### config.mk
export PLATFORM = sky130hd
export DESIGN_NAME = cic_decimator
export DESIGN_NICKNAME = d
export VERILOG_FILES = /design/src/rtl/cic_decimator.sv
export SDC_FILE = /design/constraint.sdc
export NUM_CORES = 1
export LEC_CHECK = 0
export ABC_AREA = 1
export CELL_PAD_IN_SITES_DETAIL_PLACEMENT = 1
export CELL_PAD_IN_SITES_GLOBAL_PLACEMENT = 2
export CORE_MARGIN = 8
export CORE_UTILIZATION = 25
export CTS_BUF_LIST = sky130_fd_sc_hd__clkbuf_4
export CTS_CLUSTER_DIAMETER = 50
export CTS_CLUSTER_SIZE = 16
export DETAILED_ROUTE_END_ITERATION = 10
export GPL_ROUTABILITY_DRIVEN = 0
export GPL_TIMING_DRIVEN = 0
export PLACE_DENSITY = 0.67
export SLEW_MARGIN = 20
export SYNTH_ARGS = -nofsm -noshare
export SYNTH_HDL_FRONTEND = slang
export SYNTH_SLANG_ARGS = --single-unit
### constraint.sdc
create_clock -name clk_i -period 4.4 [get_ports clk_i]
set_clock_uncertainty 0.15 [all_clocks]
set_input_delay 0.44 -clock clk_i [delete_from_list [all_inputs] [get_ports clk_i]]
set_output_delay 0.44 -clock clk_i [all_outputs]
set_load 0.01 [all_outputs]
### src/rtl/cic_decimator.sv
// CIC decimator: N-stage integrate/comb, decimate by R, 4-deep output FIFO.
// Define CIC_CLIP_DETECT_EN to add the sticky clip_o input-extreme flag.
module cic_decimator #(
   parameter int N_STAGES = 3,
   parameter int R        = 8,
   parameter int OUT_W    = 16
) (
   input  logic                    clk_i,
   input  logic                    rstn_i,
   input  logic signed [11:0]      adc_i,
   input  logic                    ready_i,
   output logic signed [OUT_W-1:0] data_o,
   output logic                    valid_o,
   output logic                    ovf_o
`ifdef CIC_CLIP_DETECT_EN
   ,
   output logic                    clip_o
`endif
);

   localparam int LR    = $clog2(R);
   localparam int W     = 12 + N_STAGES * LR;
   localparam int DEPTH = 4;

   logic [W-1:0]     integ_q [N_STAGES];
   logic [W-1:0]     integ_d [N_STAGES];
   logic [W-1:0]     dly_q   [N_STAGES];
   logic [W-1:0]     dly_d   [N_STAGES];
   logic [W-1:0]     comb_x;
   logic [W-1:0]     comb_y;
   logic [OUT_W-1:0] comb_q, comb_d;
   logic             pend_q, pend_d;
   logic [LR-1:0]    cnt_q, cnt_d;
   logic [OUT_W-1:0] mem_q [DEPTH];
   logic [OUT_W-1:0] mem_d [DEPTH];
   logic [1:0]       rd_q, rd_d;
   logic [1:0]       wp_q, wp_d;
   logic [2:0]       fill_q, fill_d;
   logic             ovf_q, ovf_d;
   logic             strobe, full, pop, do_push;

   always_comb begin
      cnt_d  = cnt_q + 1'b1;
      strobe = (cnt_q == LR'(R - 1));
      integ_d[0] = integ_q[0] + {{(W-12){adc_i[11]}}, adc_i};
      for (int k = 1; k < N_STAGES; k++) begin
         integ_d[k] = integ_q[k] + integ_q[k-1];
      end
      // Comb delays only advance on the decimated strobe.
      comb_x = integ_q[N_STAGES-1];
      comb_y = '0;
      for (int k = 0; k < N_STAGES; k++) begin
         dly_d[k] = dly_q[k];
         comb_y   = comb_x - dly_q[k];
         if (strobe) dly_d[k] = comb_x;
         comb_x   = comb_y;
      end
      comb_d = strobe ? comb_x[W-1 -: OUT_W] : comb_q;
      pend_d = strobe;
   end

   always_comb begin
      full    = (fill_q == 3'(DEPTH));
      pop     = valid_o & ready_i;
      do_push = pend_q & (~full | pop);
      mem_d   = mem_q;
      wp_d    = wp_q;
      rd_d    = rd_q;
      fill_d  = fill_q;
      if (do_push) begin
         mem_d[wp_q] = comb_q;
         wp_d        = wp_q + 2'd1;
      end
      if (pop) rd_d = rd_q + 2'd1;
      if (do_push & ~pop) fill_d = fill_q + 3'd1;
      else if (pop & ~do_push) fill_d = fill_q - 3'd1;
      ovf_d = ovf_q | (pend_q & full & ~pop);
   end

   assign valid_o = (fill_q != 3'd0);
   assign data_o  = mem_q[rd_q];
   assign ovf_o   = ovf_q;

   always_ff @(posedge clk_i) begin
      if (!rstn_i) begin
         for (int k = 0; k < N_STAGES; k++) begin
            integ_q[k] <= '0;
            dly_q[k]   <= '0;
         end
         for (int i = 0; i < DEPTH; i++) mem_q[i] <= '0;
         comb_q <= '0;
         pend_q <= 1'b0;
         cnt_q  <= '0;
         rd_q   <= '0;
         wp_q   <= '0;
         fill_q <= '0;
         ovf_q  <= 1'b0;
      end else begin
         integ_q <= integ_d;
         dly_q   <= dly_d;
         mem_q   <= mem_d;
         comb_q  <= comb_d;
         pend_q  <= pend_d;
         cnt_q   <= cnt_d;
         rd_q    <= rd_d;
         wp_q    <= wp_d;
         fill_q  <= fill_d;
         ovf_q   <= ovf_d;
      end
   end

`ifdef CIC_CLIP_DETECT_EN
   logic clip_q, clip_d;

   always_comb begin
      clip_d = clip_q | (adc_i == 12'sh7FF) | (adc_i == 12'sh800);
   end

   always_ff @(posedge clk_i) begin
      if (!rstn_i) clip_q <= 1'b0;
      else         clip_q <= clip_d;
   end

   assign clip_o = clip_q;
`endif

endmodule

# After elaboration in Yosys (flattened, before gate mapping)
# Index checks and enable logic that the tools add are counted.
[totals] out_inout_bits=18 reg_bits=218
[op_classes] n_reduce_logical=3 add_sub_neg=11 muxes=8 n_lt_le_gt_ge=3 eq_ne=2 bitwise=13
[op_table] cell="$bwmux 64" n=1
[op_table] cell="$add 21x21->21" n=3
[op_table] cell="$sub 21x21->21" n=3
[op_table] cell="$mux 16" n=3
[op_table] cell="$bmux 16 s2" n=1
[op_table] cell="$demux 16 s2" n=1
[op_table] cell="$add 3x1->3 const B" n=2
[op_table] cell="$and 1x1->1" n=6
[op_table] cell="$eq 3x3->1 const B" n=2
[op_table] cell="$ge 3x3->1 const B" n=2
[op_table] cell="$mux 3" n=2
[op_table] cell="$not 2->3" n=2
[op_table] cell="$add 2x1->2 const B" n=2
[op_table] cell="$lt 3x1->1 const B" n=1
[op_table] cell="$not 1->1" n=3
[op_table] cell="$reduce_bool 3->1" n=1
[op_table] cell="$sub 3x1->3 const B" n=1
[op_table] cell="$or 1x1->1" n=2
[op_table] cell="$reduce_bool 2->1" n=1
[op_table] cell="$logic_and 1x1->1" n=1

# Depth between registers and ports, before layout
[logic_depth] ltp_word=8 mapped_depth=33 depth_no_buf=33

# Worst setup path before layout
# No wires, ideal clock.
[synth_path] path_kind="reg-to-reg" start="reg integ_q[0] in the netlist's numbering" end="reg comb_q[15]" slack_ns=-0.168 path_buffers=0 t_arrival_ns=4.309 required_ns=4.141 stages_incl_launch_ff=30 path_cell_list="dfxtp_1 > inv_1 > ha_1 > fa_1 > o21ai_2 > a21oi_1 > o21ai_2 > a21oi_1 > xnor2_1 > ha_1 > a21oi_1 > o21ai_0 > o21bai_1 > a21oi_2 > o21bai_2 > a21boi_1 > or2_1 > nand2_1 > ha_1 > nand2_1 > nor3_1 > nand2_1 > nor4_1 > nand2_1 > nand3_1 > inv_1 > nand3_1 > nand3_1 > nand2_1 > inv_1"
[synth_via] elab_chain_len=3
[synth_lines] element="from (decl)" line="25" source="logic [W-1:0] integ_q [N_STAGES];"
[synth_lines] element="from (signal assigned)" line="99" source="integ_q <= integ_d;"
[synth_lines] element="$sub 21x21->21 (3 in series)" line="54" source="comb_y = comb_x - dly_q[k];"
[synth_lines] element="to (signal assigned)" line="102" source="comb_q <= comb_d;"
[synth_lines] element="to (decl)" line="31" source="logic [OUT_W-1:0] comb_q, comb_d;"
# Every way passes these cells.
# A chain may end at the register's enable or synchronous reset.

# Worst setup path in the final report
[layout_path] start="reg integ_q[9] in the netlist's numbering" end="reg comb_q[15]"
# Same word-level chain as after synthesis.

==> impl_metrics.env <==
export IMPL_whs_path_depth=3
export IMPL_relSlewSlack_pct=39.3
export IMPL_synth_edff_count=0
export IMPL_synth_cells=1917
export IMPL_drc=0
export IMPL_cp_end_kind="register"
export IMPL_clockBufferDepth=3
export IMPL_synth_top_cell_by_area="dfxtp_1"
export IMPL_critPathMaxStageDelay_ns=0.44
export IMPL_final_layout_size_suffix_gt1_share_pct=19.1
export IMPL_synth_area_um2=13700
export IMPL_synth_cell_type_count=54
export IMPL_drv_cap=0
export IMPL_row_count=85
export IMPL_gr_total_overflow=0
export IMPL_via_count=13338
export IMPL_worst_path_most_repeated_cell="nand2_2"
export IMPL_rsz0062_at_grt="true"
export IMPL_post_dp_cell_area_um2=14900
export IMPL_wl_per_cell_um=17.1
export IMPL_finish_instance_area_um2=17200
export IMPL_drv_slew=0
export IMPL_avgSynthCellArea_um2=7.14
export IMPL_rr_worst_depth=28
export IMPL_layout_common_cells="a21oi_1 (278), nand2_1 (240), inv_1 (239)"
export IMPL_fmax_mhz=216
export IMPL_slowest_stage="dfxtp_1"
export IMPL_path_max_fanout=5
export IMPL_ys_warn_count=0
export IMPL_htree_levels=2
export IMPL_cts_sinks=218
export IMPL_clock_latency_ns=0.78
export IMPL_post_route_period_util_pct=105
export IMPL_fin_crit_ns=4.63
export IMPL_area_delta_synth_final_pct=25.4
export IMPL_setup_tns_ns=-0.571
export IMPL_grt_max_degree=13
export IMPL_wl_mm=47.4
export IMPL_violations="setup timing"
export IMPL_die_width_um=250
export IMPL_final_common_cell="a21oi_1"
export IMPL_cts_root_buffer_cell="clkbuf_4"
export IMPL_synth_seq_area_share_pct=31.9
export IMPL_drt_initial_drc_count=507
export IMPL_hold_class="in2reg"
export IMPL_finalSetupViolCount=4
export IMPL_r2r_end="comb_q[15]"
export IMPL_syn_num_nets=2064
export IMPL_vias_per_cell=4.81
export IMPL_hold_end="rd_q[0]"
export IMPL_postRouteAntennaNets=0
export IMPL_cts_buffers=41
export IMPL_worst_slew_pin_slew_ns=0.910
export IMPL_synthTopCellsByArea="dfxtp_1 (32%), ha_1 (12%), a21oi_1 (11%), nand2_1 (7.3%), inv_1 (7.0%)"
export IMPL_drtPass1Iterations=4
export IMPL_grt_pass1_vias=13839
export IMPL_cp_required_ns=4.94
export IMPL_grt_pass1_wl_mm=75.0
export IMPL_pin_count=33
export IMPL_setup_slack_ns=-0.228
export IMPL_r2r_slack_ns=-0.23
export IMPL_core_um2=54000
export IMPL_synth_top_cell_area_share_pct=31.9
export IMPL_status="finished with violations"
export IMPL_crit_arrival_ns=5.16
export IMPL_die_area_um2=62500
export IMPL_cts_hold_buf=0
export IMPL_hp_start="ready_i"
export IMPL_final_nets=2192
export IMPL_synthFlopType="dfxtp_1"
export IMPL_synth_seq_cells=218
export IMPL_start_kind="register"
export IMPL_finalHoldViolations=0
export IMPL_dp_hpwl_mm=37.0
export IMPL_start_util_pct=25.3
export IMPL_path_clk_slew_ns=0.11
export IMPL_grt_usage_pct=14.8
export IMPL_grt_antenna_before_repair=3
export IMPL_fin_util_pct=31.8
export IMPL_rr_startpoint="integ_q[9]"
export IMPL_io_buffers=32
export IMPL_cts_tree="done"
export IMPL_crit_type="reg2reg"
export IMPL_dieHeight_um=250
export IMPL_async_flop_share_pct=0
==> worst max path at each step <==
| stage | from | to | slack [ns] | depth (start not counted) |
|---|---|---|---|---|
| 3_3_place_gp | integ_q[0] | comb_q[15] | -1.11 | 25 |
| 4_1_cts | integ_q[0] | comb_q[15] | -0.39 | 29 |
| 2_1_floorplan | integ_q[0] | comb_q[15] | 0.01 | 29 |
| 3_5_place_dp | integ_q[0] | comb_q[15] | -1.06 | 24 |
| 6_report | integ_q[9] | comb_q[15] | -0.23 | 28 |
| 5_1_grt | integ_q[0] | comb_q[15] | -0.51 | 30 |
==> flip-flops by register name, indices dropped and copies added (netlist names) <==
| name | flops |
|---|---|
| integ_q | 63 |
| comb_q | 16 |
| dly_q | 63 |
| cnt_q | 3 |
| rd_q | 2 |
| fill_q | 3 |
| wp_q | 2 |
| mem_q | 64 |
| pend_q | 1 |
| ovf_o | 1 |
==> timing repair <==
| action | in CTS | in global routing |
|---|---|---|
| endpoints found under the setup margin | 12 | 13 |
| buffers inserted | 27 | 26 |
| pin swaps | 42 | 78 |
| resized for setup | 111 | 155 |
==> layer usage <==
layer	track usage, %	up-vias	part of all wire (%)
li1	-	6766	-
met1	18.5	6361	46
met2	25.8	129	49
met3	2.72	80	2.8
met4	4.02	2	2.4
met5	0	-	0.025
==> cells in the mapped netlist (11+ instances only) <==
cell,number
nand2_2,12
dfxtp_1,218
o21ai_2,14
a21oi_2,12
nand3_1,120
o211ai_1,14
buf_2,13
nand4_1,16
ha_1,126
xor2_1,30
o21a_1,23
clkbuf_1,50
o22ai_1,16
inv_1,254
o21ai_0,171
nor3_1,11
nand2_1,268
a21oi_1,313
nor2_1,125
xnor2_1,15
==> metrics by stage <==
stage	hold WS (ns)	instances	worst slack [ns]
after global routing	0.119	2775	-0.514
final	0.185	2775	-0.228
after detailed placement	0.272	2645	-1.06
after CTS	0.0677	2745	-0.392
after floorplan	0.249	1917	0.0136
after global placement	0.258	2645	-1.11
==> critical path, delay by kind of cell (launching register included) <==
family / cells / cell delay (ns)
AO/OA/AOI/OAI: 4 / 0.69
adder cells (fa/ha/maj): 3 / 0.95
buffers and inverters: 4 / 0.34
XOR/XNOR: 2 / 0.38
AND/OR/NAND/NOR: 15 / 1.58
flip-flops: 1 / 0.44
==> layout make-up <==
| class | count | area [um2] |
|---|---|---|
| antenna | 4 | 10.0 |
| buffer | 67 | 268 |
| clock buffer | 45 | 338 |
| clock inverter | 28 | 325 |
| fill | 6646 | 36900 |
| inverter | 258 | 968 |
| multi-input combinational | 1374 | 9280 |
| sequential | 218 | 4380 |
| tap | 696 | 871 |
| timing repair buffer | 85 | 733 |
==> kinds of logic (layout without fill, tap and decap cells) <==
family / Yosys count / after routing / share of synthesized area [%]
fa+ha+maj: 132 / 132 / 12.4
buf+inv: 325 / 483 / 9.03
flops: 218 / 218 / 31.9
other cells: 0 / 4 / 0
xor+xnor: 47 / 47 / 3.12
simple gates: 580 / 580 / 18.5
compound gates: 615 / 615 / 25.1
Power is left out: the tool's default activity adds up to more than one toggle a clock period on the data nets, which glitch-free logic cannot reach.
